`src/rtl/alarm_pkg.sv`:
```
// Shared definitions for the alarm controller: FSM encoding, reset alarm time, BCD limits.
// The SNOOZE state exists only when ALARM_SNOOZE_EN is defined.
package alarm_pkg;

  typedef enum logic [2:0] {
    ST_IDLE    = 3'd0,
    ST_SET     = 3'd1,
    ST_ARMED   = 3'd2,
    ST_RINGING = 3'd3
`ifdef ALARM_SNOOZE_EN
    ,
    ST_SNOOZE  = 3'd4
`endif
  } state_e;

  localparam logic [15:0] ALARM_RST_VAL = 16'h0700;
  localparam int          HOUR_MAX      = 23;
  localparam int          MIN_MAX       = 59;

  // Binary 0..99 to packed two-digit BCD {tens, ones}.
  function automatic logic [7:0] to_bcd8(input int unsigned v);
    return {4'(v / 10), 4'(v % 10)};
  endfunction

endpackage

```
`src/rtl/bcd_wrap_counter.sv`:
```
// Two-digit BCD counter, 00..MAX, advancing by one on each i_inc pulse and wrapping MAX -> 00.
// No carry output: hour and minute fields are set independently.
module bcd_wrap_counter
  import alarm_pkg::*;
#(
  parameter int         MAX     = 59,
  parameter logic [7:0] RST_VAL = 8'h00
) (
  input  logic       clk,
  input  logic       rst,
  input  logic       i_inc,
  output logic [7:0] o_value
);

  localparam logic [7:0] MAX_BCD = to_bcd8(MAX);

  logic [7:0] r_value;
  logic [7:0] w_next;

  always_comb begin
    w_next = r_value;
    if (i_inc) begin
      if (r_value == MAX_BCD) begin
        w_next = 8'h00;
      end else if (r_value[3:0] == 4'd9) begin
        w_next = {r_value[7:4] + 4'd1, 4'd0};
      end else begin
        w_next = {r_value[7:4], r_value[3:0] + 4'd1};
      end
    end
  end

  always_ff @(posedge clk or posedge rst) begin
    if (rst) begin
      r_value <= RST_VAL;
    end else begin
      r_value <= w_next;
    end
  end

  assign o_value = r_value;

endmodule

```
`src/rtl/alarm_ctrl.sv`:
```
// Alarm clock controller: alarm-time setting, arm/disarm, edge-triggered ringing with buzzer toggle.
// Optional snooze (btn_hr in RINGING) is compiled in when ALARM_SNOOZE_EN is defined.
module alarm_ctrl
  import alarm_pkg::*;
#(
  parameter int RING_SEC   = 60,
  parameter int SNOOZE_SEC = 300
) (
  input  logic        clk,
  input  logic        reset_p,
  input  logic [15:0] time_now,
  input  logic        clk_sec,
  input  logic        btn_mode_pe,
  input  logic        btn_hr_pe,
  input  logic        btn_min_pe,
  input  logic        btn_stop_pe,
  output logic [15:0] alarm_value,
  output logic        set_mode,
  output logic        armed,
  output logic        ringing,
  output logic        buzz,
  output logic [2:0]  dbg_state
);

  if (RING_SEC < 1 || RING_SEC > 255) begin : g_ring_sec_range
    $error("RING_SEC must be in 1..255");
  end
  if (SNOOZE_SEC < 1 || SNOOZE_SEC > 1023) begin : g_snooze_sec_range
    $error("SNOOZE_SEC must be in 1..1023");
  end

  localparam logic [7:0] RING_LAST = 8'(RING_SEC - 1);

  state_e      r_state;
  state_e      w_state_n;
  logic [15:0] r_time_prev;
  logic        w_match_edge;
  logic [7:0]  r_ring_cnt;
  logic [7:0]  w_ring_cnt_n;
  logic        r_set_mode;
  logic        r_armed;
  logic        r_ringing;
  logic        r_buzz;
  logic        w_buzz_n;
  logic        w_armed_n;
  logic [7:0]  w_hr;
  logic [7:0]  w_min;
  logic        w_hr_inc;
  logic        w_min_inc;

`ifdef ALARM_SNOOZE_EN
  localparam logic [9:0] SNOOZE_LAST = 10'(SNOOZE_SEC - 1);
  logic [9:0] r_snooze_cnt;
  logic [9:0] w_snooze_cnt_n;
`endif

  // Alarm fields only move while the user is in SET.
  assign w_hr_inc  = (r_state == ST_SET) && btn_hr_pe;
  assign w_min_inc = (r_state == ST_SET) && btn_min_pe;

  bcd_wrap_counter #(
    .MAX     (HOUR_MAX),
    .RST_VAL (ALARM_RST_VAL[15:8])
  ) u_hour (
    .clk     (clk),
    .rst     (reset_p),
    .i_inc   (w_hr_inc),
    .o_value (w_hr)
  );

  bcd_wrap_counter #(
    .MAX     (MIN_MAX),
    .RST_VAL (ALARM_RST_VAL[7:0])
  ) u_min (
    .clk     (clk),
    .rst     (reset_p),
    .i_inc   (w_min_inc),
    .o_value (w_min)
  );

  assign alarm_value = {w_hr, w_min};

  // Ring only on the cycle time_now first becomes equal, never on a standing match.
  assign w_match_edge = (time_now == alarm_value) && (r_time_prev != alarm_value);

  always_comb begin
    w_state_n    = r_state;
    w_ring_cnt_n = r_ring_cnt;
`ifdef ALARM_SNOOZE_EN
    w_snooze_cnt_n = r_snooze_cnt;
`endif
    case (r_state)
      ST_IDLE: begin
        if (btn_mode_pe) w_state_n = ST_SET;
      end
      ST_SET: begin
        if (btn_mode_pe) w_state_n = ST_ARMED;
      end
      ST_ARMED: begin
        if (btn_mode_pe) begin
          w_state_n = ST_IDLE;
        end else if (w_match_edge) begin
          w_state_n    = ST_RINGING;
          w_ring_cnt_n = 8'd0;
        end
      end
      ST_RINGING: begin
        if (btn_stop_pe) begin
          w_state_n    = ST_ARMED;
          w_ring_cnt_n = 8'd0;
`ifdef ALARM_SNOOZE_EN
        end else if (btn_hr_pe) begin
          w_state_n      = ST_SNOOZE;
          w_ring_cnt_n   = 8'd0;
          w_snooze_cnt_n = 10'd0;
`endif
        end else if (clk_sec) begin
          if (r_ring_cnt == RING_LAST) begin
            w_state_n    = ST_ARMED;
            w_ring_cnt_n = 8'd0;
          end else begin
            w_ring_cnt_n = r_ring_cnt + 8'd1;
          end
        end
      end
`ifdef ALARM_SNOOZE_EN
      ST_SNOOZE: begin
        if (btn_stop_pe) begin
          w_state_n      = ST_ARMED;
          w_snooze_cnt_n = 10'd0;
        end else if (clk_sec) begin
          if (r_snooze_cnt == SNOOZE_LAST) begin
            w_state_n      = ST_RINGING;
            w_snooze_cnt_n = 10'd0;
            w_ring_cnt_n   = 8'd0;
          end else begin
            w_snooze_cnt_n = r_snooze_cnt + 10'd1;
          end
        end
      end
`endif
      default: begin
        w_state_n    = ST_IDLE;
        w_ring_cnt_n = 8'd0;
      end
    endcase
  end

  // Outputs are registered from the next state so they line up with r_state.
  always_comb begin
    w_buzz_n = 1'b0;
    if (w_state_n == ST_RINGING) begin
      if (r_state != ST_RINGING) begin
        w_buzz_n = 1'b1;
      end else begin
        w_buzz_n = clk_sec ? ~r_buzz : r_buzz;
      end
    end
    w_armed_n = (w_state_n == ST_ARMED) || (w_state_n == ST_RINGING);
`ifdef ALARM_SNOOZE_EN
    if (w_state_n == ST_SNOOZE) w_armed_n = 1'b1;
`endif
  end

  always_ff @(posedge clk or posedge reset_p) begin
    if (reset_p) begin
      r_state     <= ST_IDLE;
      r_time_prev <= 16'h0000;
      r_ring_cnt  <= 8'd0;
      r_set_mode  <= 1'b0;
      r_armed     <= 1'b0;
      r_ringing   <= 1'b0;
      r_buzz      <= 1'b0;
    end else begin
      r_state     <= w_state_n;
      r_time_prev <= time_now;
      r_ring_cnt  <= w_ring_cnt_n;
      r_set_mode  <= (w_state_n == ST_SET);
      r_armed     <= w_armed_n;
      r_ringing   <= (w_state_n == ST_RINGING);
      r_buzz      <= w_buzz_n;
    end
  end

`ifdef ALARM_SNOOZE_EN
  always_ff @(posedge clk or posedge reset_p) begin
    if (reset_p) begin
      r_snooze_cnt <= 10'd0;
    end else begin
      r_snooze_cnt <= w_snooze_cnt_n;
    end
  end
`endif

  assign set_mode  = r_set_mode;
  assign armed     = r_armed;
  assign ringing   = r_ringing;
  assign buzz      = r_buzz;
  assign dbg_state = r_state;

endmodule
```
`config.mk`:
```
export PLATFORM = sky130hd
export DESIGN_NAME = alarm_ctrl
export DESIGN_NICKNAME = d
export VERILOG_FILES = /design/src/rtl/alarm_pkg.sv /design/src/rtl/bcd_wrap_counter.sv /design/src/rtl/alarm_ctrl.sv
export SDC_FILE = /design/constraint.sdc
export NUM_CORES = 1
export LEC_CHECK = 0
export CORE_UTILIZATION = 56
export CTS_CLUSTER_SIZE = 12
export DETAILED_ROUTE_END_ITERATION = 10
export PLACE_DENSITY = 0.81
export SYNTH_ARGS = -nofsm -noshare
export SYNTH_HDL_FRONTEND = slang
export SYNTH_SLANG_ARGS = --single-unit
```
`constraint.sdc`:
```
create_clock -name clk -period 5.4 [get_ports clk]
set_clock_uncertainty 0.05 [all_clocks]
set_input_delay 0.81 -clock clk [delete_from_list [all_inputs] [get_ports clk]]
set_output_delay 0.81 -clock clk [all_outputs]
set_load 0.01 [all_outputs]
```
==> results of run 1 <==
==> sequential cells by signal (all words and copies together) (netlist names) <==
signal and cells:
armed 1, buzz 1, dbg_state 3, r_ring_cnt 8
r_time_prev 16, ringing 1, set_mode 1, u_hour.o_value 8
u_min.o_value 8
==> placed cells by master, fill, tap and decap left out, drive strengths merged, types with 2 or more instances in the layout <==
master,instances
clkdlybuf4s50,45
dfrtp,44
xnor2,21
nand2,20
nor2,19
nand3,15
o21ai,15
xor2,11
o31ai,9
ha,9
inv,9
nand4,8
nor3,7
a21o,7
a21oi,6
nor4,6
clkbuf,6
nor2b,5
nor4b,4
or2,3
dfstp,3
nand2b,2
and3,2
a31oi,2
mux2,2
and2b,2
or4b,2
and2,2
a22oi,2
==> Yosys cell counts (all sizes together) (2+ instances only) <==
cell	number	area (um^2)
or4b	2	23.8
and2	2	15.0
nand2b	2	12.5
dfrtp	44	1100
nor2b	5	31.3
a21o	7	53.8
and3	2	12.5
dfstp	3	78.8
ha	9	113
mux2	2	22.5
or2	3	18.8
nor4b	4	41.3
a21oi	6	30.0
xor2	11	96.3
and2b	2	16.3
nor4	6	43.8
xnor2	21	184
inv	9	33.8
nand2	20	75.1
nor2	19	71.3
o21ai	15	75.1
buf	6	42.5
nand4	8	50.1
o31ai	9	67.6
a22oi	2	20.0
nor3	7	35.0
a31oi	2	12.5
nand3	15	75.1
==> area by class of cell <==
type | count | area, um^2 | area share [%]
Multi-Input combinational cell | 193 | 1290 | 41.8
Sequential cell | 47 | 1180 | 38.1
Timing Repair Buffer | 45 | 450 | 14.6
Clock buffer | 6 | 72.6 | 2.35
Tap cell | 52 | 65.1 | 2.10
Inverter | 9 | 33.8 | 1.09
==> cell families after synthesis <==
| family | synth area share, % |
|---|---|
| compound gates | 11.6 |
| xor+xnor | 11.0 |
| fa+ha+maj | 4.41 |
| buf+inv | 3.14 |
| flops | 46.2 |
| mux | 1.27 |
| other cells | 0.147 |
| simple gates | 22.2 |
==> worst max-delay path by stage <==
| stage | endpoint | slack, ns |
|---|---|---|
| after floorplan | r_ring_cnt[4] | 2.95 |
| final | r_ring_cnt[5] | 2.67 |
| after global routing | r_ring_cnt[5] | 2.60 |
| after global placement | r_ring_cnt[6] | 2.42 |
| after detailed placement | r_ring_cnt[5] | 2.35 |
| after CTS | r_ring_cnt[5] | 2.67 |
==> per-layer routing <==
metal / GRT usage [%] / share of wire [%]
met5: 0 / 0
met1: 33.5 / 45
met4: 10.2 / 2.2
met3: 3.63 / 4.5
met2: 37.9 / 48
==> worst register-to-register path: stages, from the launching register on <==
cell,delay (ns)
dfstp_2,0.63
ha_1,0.22
or4b_2,0.60
nor3b_2,0.26
or2_2,0.20
nand2_1,0.09
o21ai_0,0.20
o31ai_1,0.11
==> stage by stage <==
| stage | power, mW | cells | hold slack, ns | util, % |
|---|---|---|---|---|
| final | 0.881 | 352 | 0.503 | 71.1 |
| after global routing | 0.937 | 352 | 0.534 | 71.1 |
| after CTS | 0.887 | 352 | 0.508 | 71.1 |
| after detailed placement | 0.693 | 346 | 0.491 | 69.4 |
| after global placement | 0.687 | 346 | 0.477 | 69.4 |
| after floorplan | 0.593 | 256 | 0.437 | - |
==> power by group through the flow <==
stage | combinational (mW) | sequential [mW] | clock [mW]
2_1_floorplan | 0.147 | 0.446 | 0
3_3_place_gp | 0.225 | 0.462 | 0
3_5_place_dp | 0.231 | 0.462 | 0
4_1_cts | 0.233 | 0.455 | 0.200
5_1_grt | 0.257 | 0.466 | 0.215
6_report | 0.230 | 0.455 | 0.196
==> out/metrics.cfg, run 1 <==
[outcome]
status=finished, final reports clean

[power_and_ir_drop]
seqPwrFrac_pct=51.6
power.density_nw_per_um2=285
p_int_mw=0.606
irDropWorstVdd_mv=0.174
power_frac_comb_pct=26.1
p_sw_mw=0.276
p_sw_share_pct=31.3
p_leak_nw=1.30
p_clk_share_pct=22.3

[synth]
async_flop_share_pct=100
syn-cell-area_um2=2550
syn_area_per_cell_um2=9.97
ys_seq_area_share_pct=46.2
synth_edf_count=0
syn_nets=288
ys.flop_type=dfrtp_1
yosysWarnings=0
synth.distinct_cells=50
synthCells=256
synth_seq_cells=47

[critical_path]
arrival_ns=2.88
crit_chain=clkdlybuf4s50_1, and2b_1, o2111ai_1, nor4bb_1, or4b_4, and2_4, a21o_1
reg2reg_to=u_hour.o_value[7]
cp_top_family=simple AND/OR/NAND/NOR gates
worst-path-buf-inv=1
cp.depth=7
critPathMaxFanout=7
reg2reg_slack_ns=2.91
cp-end-kind=flip-flop
slowest_delay_ns=0.53
timing.rr.start=u_hour.o_value[0]
rr_worst_depth=7
criticalPathCategory=in -> reg
required_ns=5.55
cp_slowest_cell=or4b_4
cp-start-kind=primary input
crit_start=btn_mode_pe

[clocking]
cts-root-buf=clkbuf_8
insertion_delay_ns=0.30
cts_buffers=5
cts_buffer_depth=2
cts_resized=0
cts_tree=yes
h-tree-depth=2
clk_pin_slew_ns=0.08
cts.sinks=47
post_cts_buffers=0
hold_buffers=0

[sta]
fin_ws_ns=2.67
min_period_ns=2.73
setup_tns_ns=0
worst_pin_slew_ns=0.941
period_share_pct=50.6
maxSlewViolCount=0
hold_viol=0
relSlewSlack_pct=37.2
max_freq_mhz=366
setup_viol=0
grt_setup_unrepaired=no

[die]
fp.dieW_um=69.5
core_area_um2=4350
ios=46
rows=24
start_util_pct=58.6
die_area_um2=4830
fp.dieH_um=69.5

[global_route]
grt_pass1_wl_um=9190
grtUsageTotal_pct=24.1
grt_max_degree=48
antenna_found_initial=0
overflow=0
first_global_vias=1976

[place]
gp_congestion=0.786
io_buffers=45
pre_cts_slack_ns=2.35
post-dp-hpwl_um=3890
dpl_cell_area_um2=3020

[layout]
drive_gt1_share_pct=7.67
antenna_cells=0
postLayoutCellArea_um2=3090
nets=333
fillCellCount=326
syn_to_final_growth_pct=21.2

[route]
antenna_left=0
vias_per_cell=5.73
vias=2018
routedWlPerCell_um=14.9
drc=0
wirelength_um=5230
drtIter0Drc=239
firstDrtPassIters=4

[worst_hold_path]
hold-path-cell-count=1
hold_end=set_mode
hp-start=dbg_state[1]
hold_class=reg -> reg

[flow_run]
drv_cap=0

Note: power is estimated with default switching activity, not from simulation.
==> inputs of run 2 (changes only) <==
--- a/config.mk
+++ b/config.mk
@@ -5,10 +5,10 @@
 export SDC_FILE = /design/constraint.sdc
 export NUM_CORES = 1
 export LEC_CHECK = 0
-export CORE_UTILIZATION = 56
+export CORE_UTILIZATION = 52
 export CTS_CLUSTER_SIZE = 12
 export DETAILED_ROUTE_END_ITERATION = 10
-export PLACE_DENSITY = 0.81
+export PLACE_DENSITY = 0.76
 export SYNTH_ARGS = -nofsm -noshare
 export SYNTH_HDL_FRONTEND = slang
 export SYNTH_SLANG_ARGS = --single-unit
==> constraint.sdc (replaced) <==
create_clock -name clk -period 2.7 [get_ports clk]
set_clock_uncertainty 0.05 [all_clocks]
set_input_delay 0.405 -clock clk [delete_from_list [all_inputs] [get_ports clk]]
set_output_delay 0.405 -clock clk [all_outputs]
set_load 0.01 [all_outputs]
==> out/metrics.cfg, run 2 (synthesized netlist as in run 1, its figures left out) <==
[outcome]
status=finished, final reports clean

[critical_path]
cp_slowest_cell=dfstp_2
cp-start-kind=flip-flop
slowest_delay_ns=0.64  ; +0.11 ns
reg2reg_slack_ns=0.19  ; -2.72 ns
cp-end-kind=flip-flop
reg2reg_to=u_hour.o_value[7]
required_ns=2.83  ; -2.72 ns
critPathMaxFanout=9  ; +2
crit_chain=ha_1, or4b_2, nor3b_4, or2_2, nand2_1, o21ai_0, o31ai_1
timing.rr.start=u_hour.o_value[0]
criticalPathCategory=reg -> reg
arrival_ns=2.64  ; -0.24 ns
rr_worst_depth=7  ; unchanged

[sta]
min_period_ns=2.51
maxSlewViolCount=0  ; unchanged
grt_setup_unrepaired=no
period_share_pct=93.1
hold_viol=0  ; unchanged
setup_viol=0  ; unchanged
max_freq_mhz=398
setup_tns_ns=0  ; unchanged

[layout]
top_register=r_time_prev
fillCellCount=370  ; +13%
largest_reg_flops=16  ; unchanged
antenna_cells=0  ; unchanged
utilization_pct=68.8  ; -2.3 points
layout_commonest_cell=clkdlybuf4s50_1
nets=340  ; +2.1%
drive_gt1_share_pct=10.7  ; +3.0 points
syn_to_final_growth_pct=27.3
mostFrequentLayoutCells=45 x clkdlybuf4s50_1, 44 x dfrtp_1, 21 x xnor2_1
postLayoutCellArea_um2=3250  ; +5.0%

[global_route]
overflow=0  ; unchanged
antenna_found_initial=0  ; unchanged
first_global_vias=1955  ; -1.1%
grt_pass1_wl_um=9220  ; +0.30%
grtUsageTotal_pct=22.9  ; -1.2 points
grt_max_degree=27  ; -44%

[place]
post-dp-hpwl_um=3970  ; +2.0%
dpl_cell_area_um2=3110  ; +2.8%
io_buffers=45  ; unchanged
gp_congestion=0.785  ; -0.10%

[flow_run]
drv_cap=0  ; unchanged

[clocking]
cts_buffers=5  ; unchanged
h-tree-depth=2  ; unchanged
insertion_delay_ns=0.30  ; about the same
cts.sinks=47  ; unchanged
cts_buffer_depth=2  ; unchanged
cts-root-buf=clkbuf_8
clk_pin_slew_ns=0.09  ; about the same
hold_buffers=0  ; unchanged
cts_tree=yes

[worst_hold_path]
hold_class=in -> async

[route]
vias_per_cell=5.37  ; -6.4%
drc=0  ; unchanged
wirelength_um=5280  ; +0.97%
routedWlPerCell_um=14.1  ; -5.5%
antenna_left=0  ; unchanged
drtIter0Drc=120  ; -50%
vias=2018  ; unchanged
firstDrtPassIters=4  ; unchanged

[die]
die_area_um2=5190  ; +7.5%
fp.dieW_um=72.1  ; +3.7%
rows=25  ; +4.2%
fp.dieH_um=72.1  ; +3.7%
ios=46  ; unchanged
start_util_pct=54.0  ; -4.6 points
core_area_um2=4720  ; +8.5%

[power_and_ir_drop]
p_leak_nw=1.37  ; +5.2%
power_mw=2.01  ; +130%
p_clk_share_pct=30.3  ; +8.0 points
p_sw_mw=0.589  ; +110%
power_frac_comb_pct=25.0  ; -1.1 points
p_int_mw=1.42  ; +130%
power.density_nw_per_um2=619  ; +120%
seqPwrFrac_pct=44.7  ; -6.9 points
p_sw_share_pct=29.3  ; -2.0 points
irDropWorstVdd_mv=0.448  ; +160%

## run 2: cell types whose count changed in the layout (fill, tap and decap cells not counted), sizes merged
cell and change:
buf +7, bufinv +2, clkbuf -1, clkinvlp +1
## run 2: worst max-delay path: cells and delay by family (launching register included)
family                   cells  cell delay (ns)
AO/OA/AOI/OAI                2             0.30
flip-flops                   1             0.64
adder cells (fa/ha/maj)      1             0.24
AND/OR/NAND/NOR              4             1.17
## run 2: cell type report
class	instances	area [um^2]	share of cell area [%]
Timing Repair Buffer	52	515	15.9
Clock inverter	3	67.6	2.08
Clock buffer	5	68.8	2.12
Tap cell	67	83.8	2.58
Sequential cell	47	1180	36.3
Inverter	9	33.8	1.04
Multi-Input combinational cell	193	1300	40.0
## run 2: power groups by stage
stage / sequential, mW / combinational [mW] / clock [mW]
after floorplan: 0.893 / 0.294 / 0
after global placement: 0.909 / 0.483 / 0
after detailed placement: 0.912 / 0.503 / 0
after CTS: 0.899 / 0.505 / 0.616
after global routing: 0.916 / 0.556 / 0.648
final: 0.899 / 0.503 / 0.609
## run 2: per-stage QoR
| step | std cells | hold WS, ns | setup WS (ns) |
|---|---|---|---|
| final | 376 | 0.386 | 0.187 |
| after global routing | 376 | 0.423 | 0.0107 |
| after CTS | 376 | 0.401 | 0.183 |
| after detailed placement | 368 | 0.484 | 0.134 |
| after global placement | 368 | 0.468 | 0.156 |
| after floorplan | 256 | 0.386 | 0.437 |
## run 2: worst max path at each step
stage / start / to / slack [ns] / depth (start not counted)
6_report: u_hour.o_value[0] / u_hour.o_value[7] / 0.19 / 7
5_1_grt: u_hour.o_value[0] / u_hour.o_value[7] / 0.01 / 7
4_1_cts: u_hour.o_value[0] / u_hour.o_value[7] / 0.18 / 7
3_5_place_dp: time_now[8] / r_ring_cnt[5] / 0.13 / 7
3_3_place_gp: time_now[8] / r_ring_cnt[6] / 0.16 / 7
2_1_floorplan: u_hour.o_value[0] / u_hour.o_value[7] / 0.44 / 7
## run 2: repair_timing
item	in CTS	in global routing
endpoints found under the setup margin	0	1
hold endpoints to repair	0	0
setup buffers	0	0
resized for setup	0	1
## run 2: layer usage
layer,wire length [um],track usage (%),vias up
li1,-,-,1003
met2,2610,37.4,55
met1,2370,31.4,953
met4,76,6.54,0
met5,0,0,-
met3,227,4.31,7
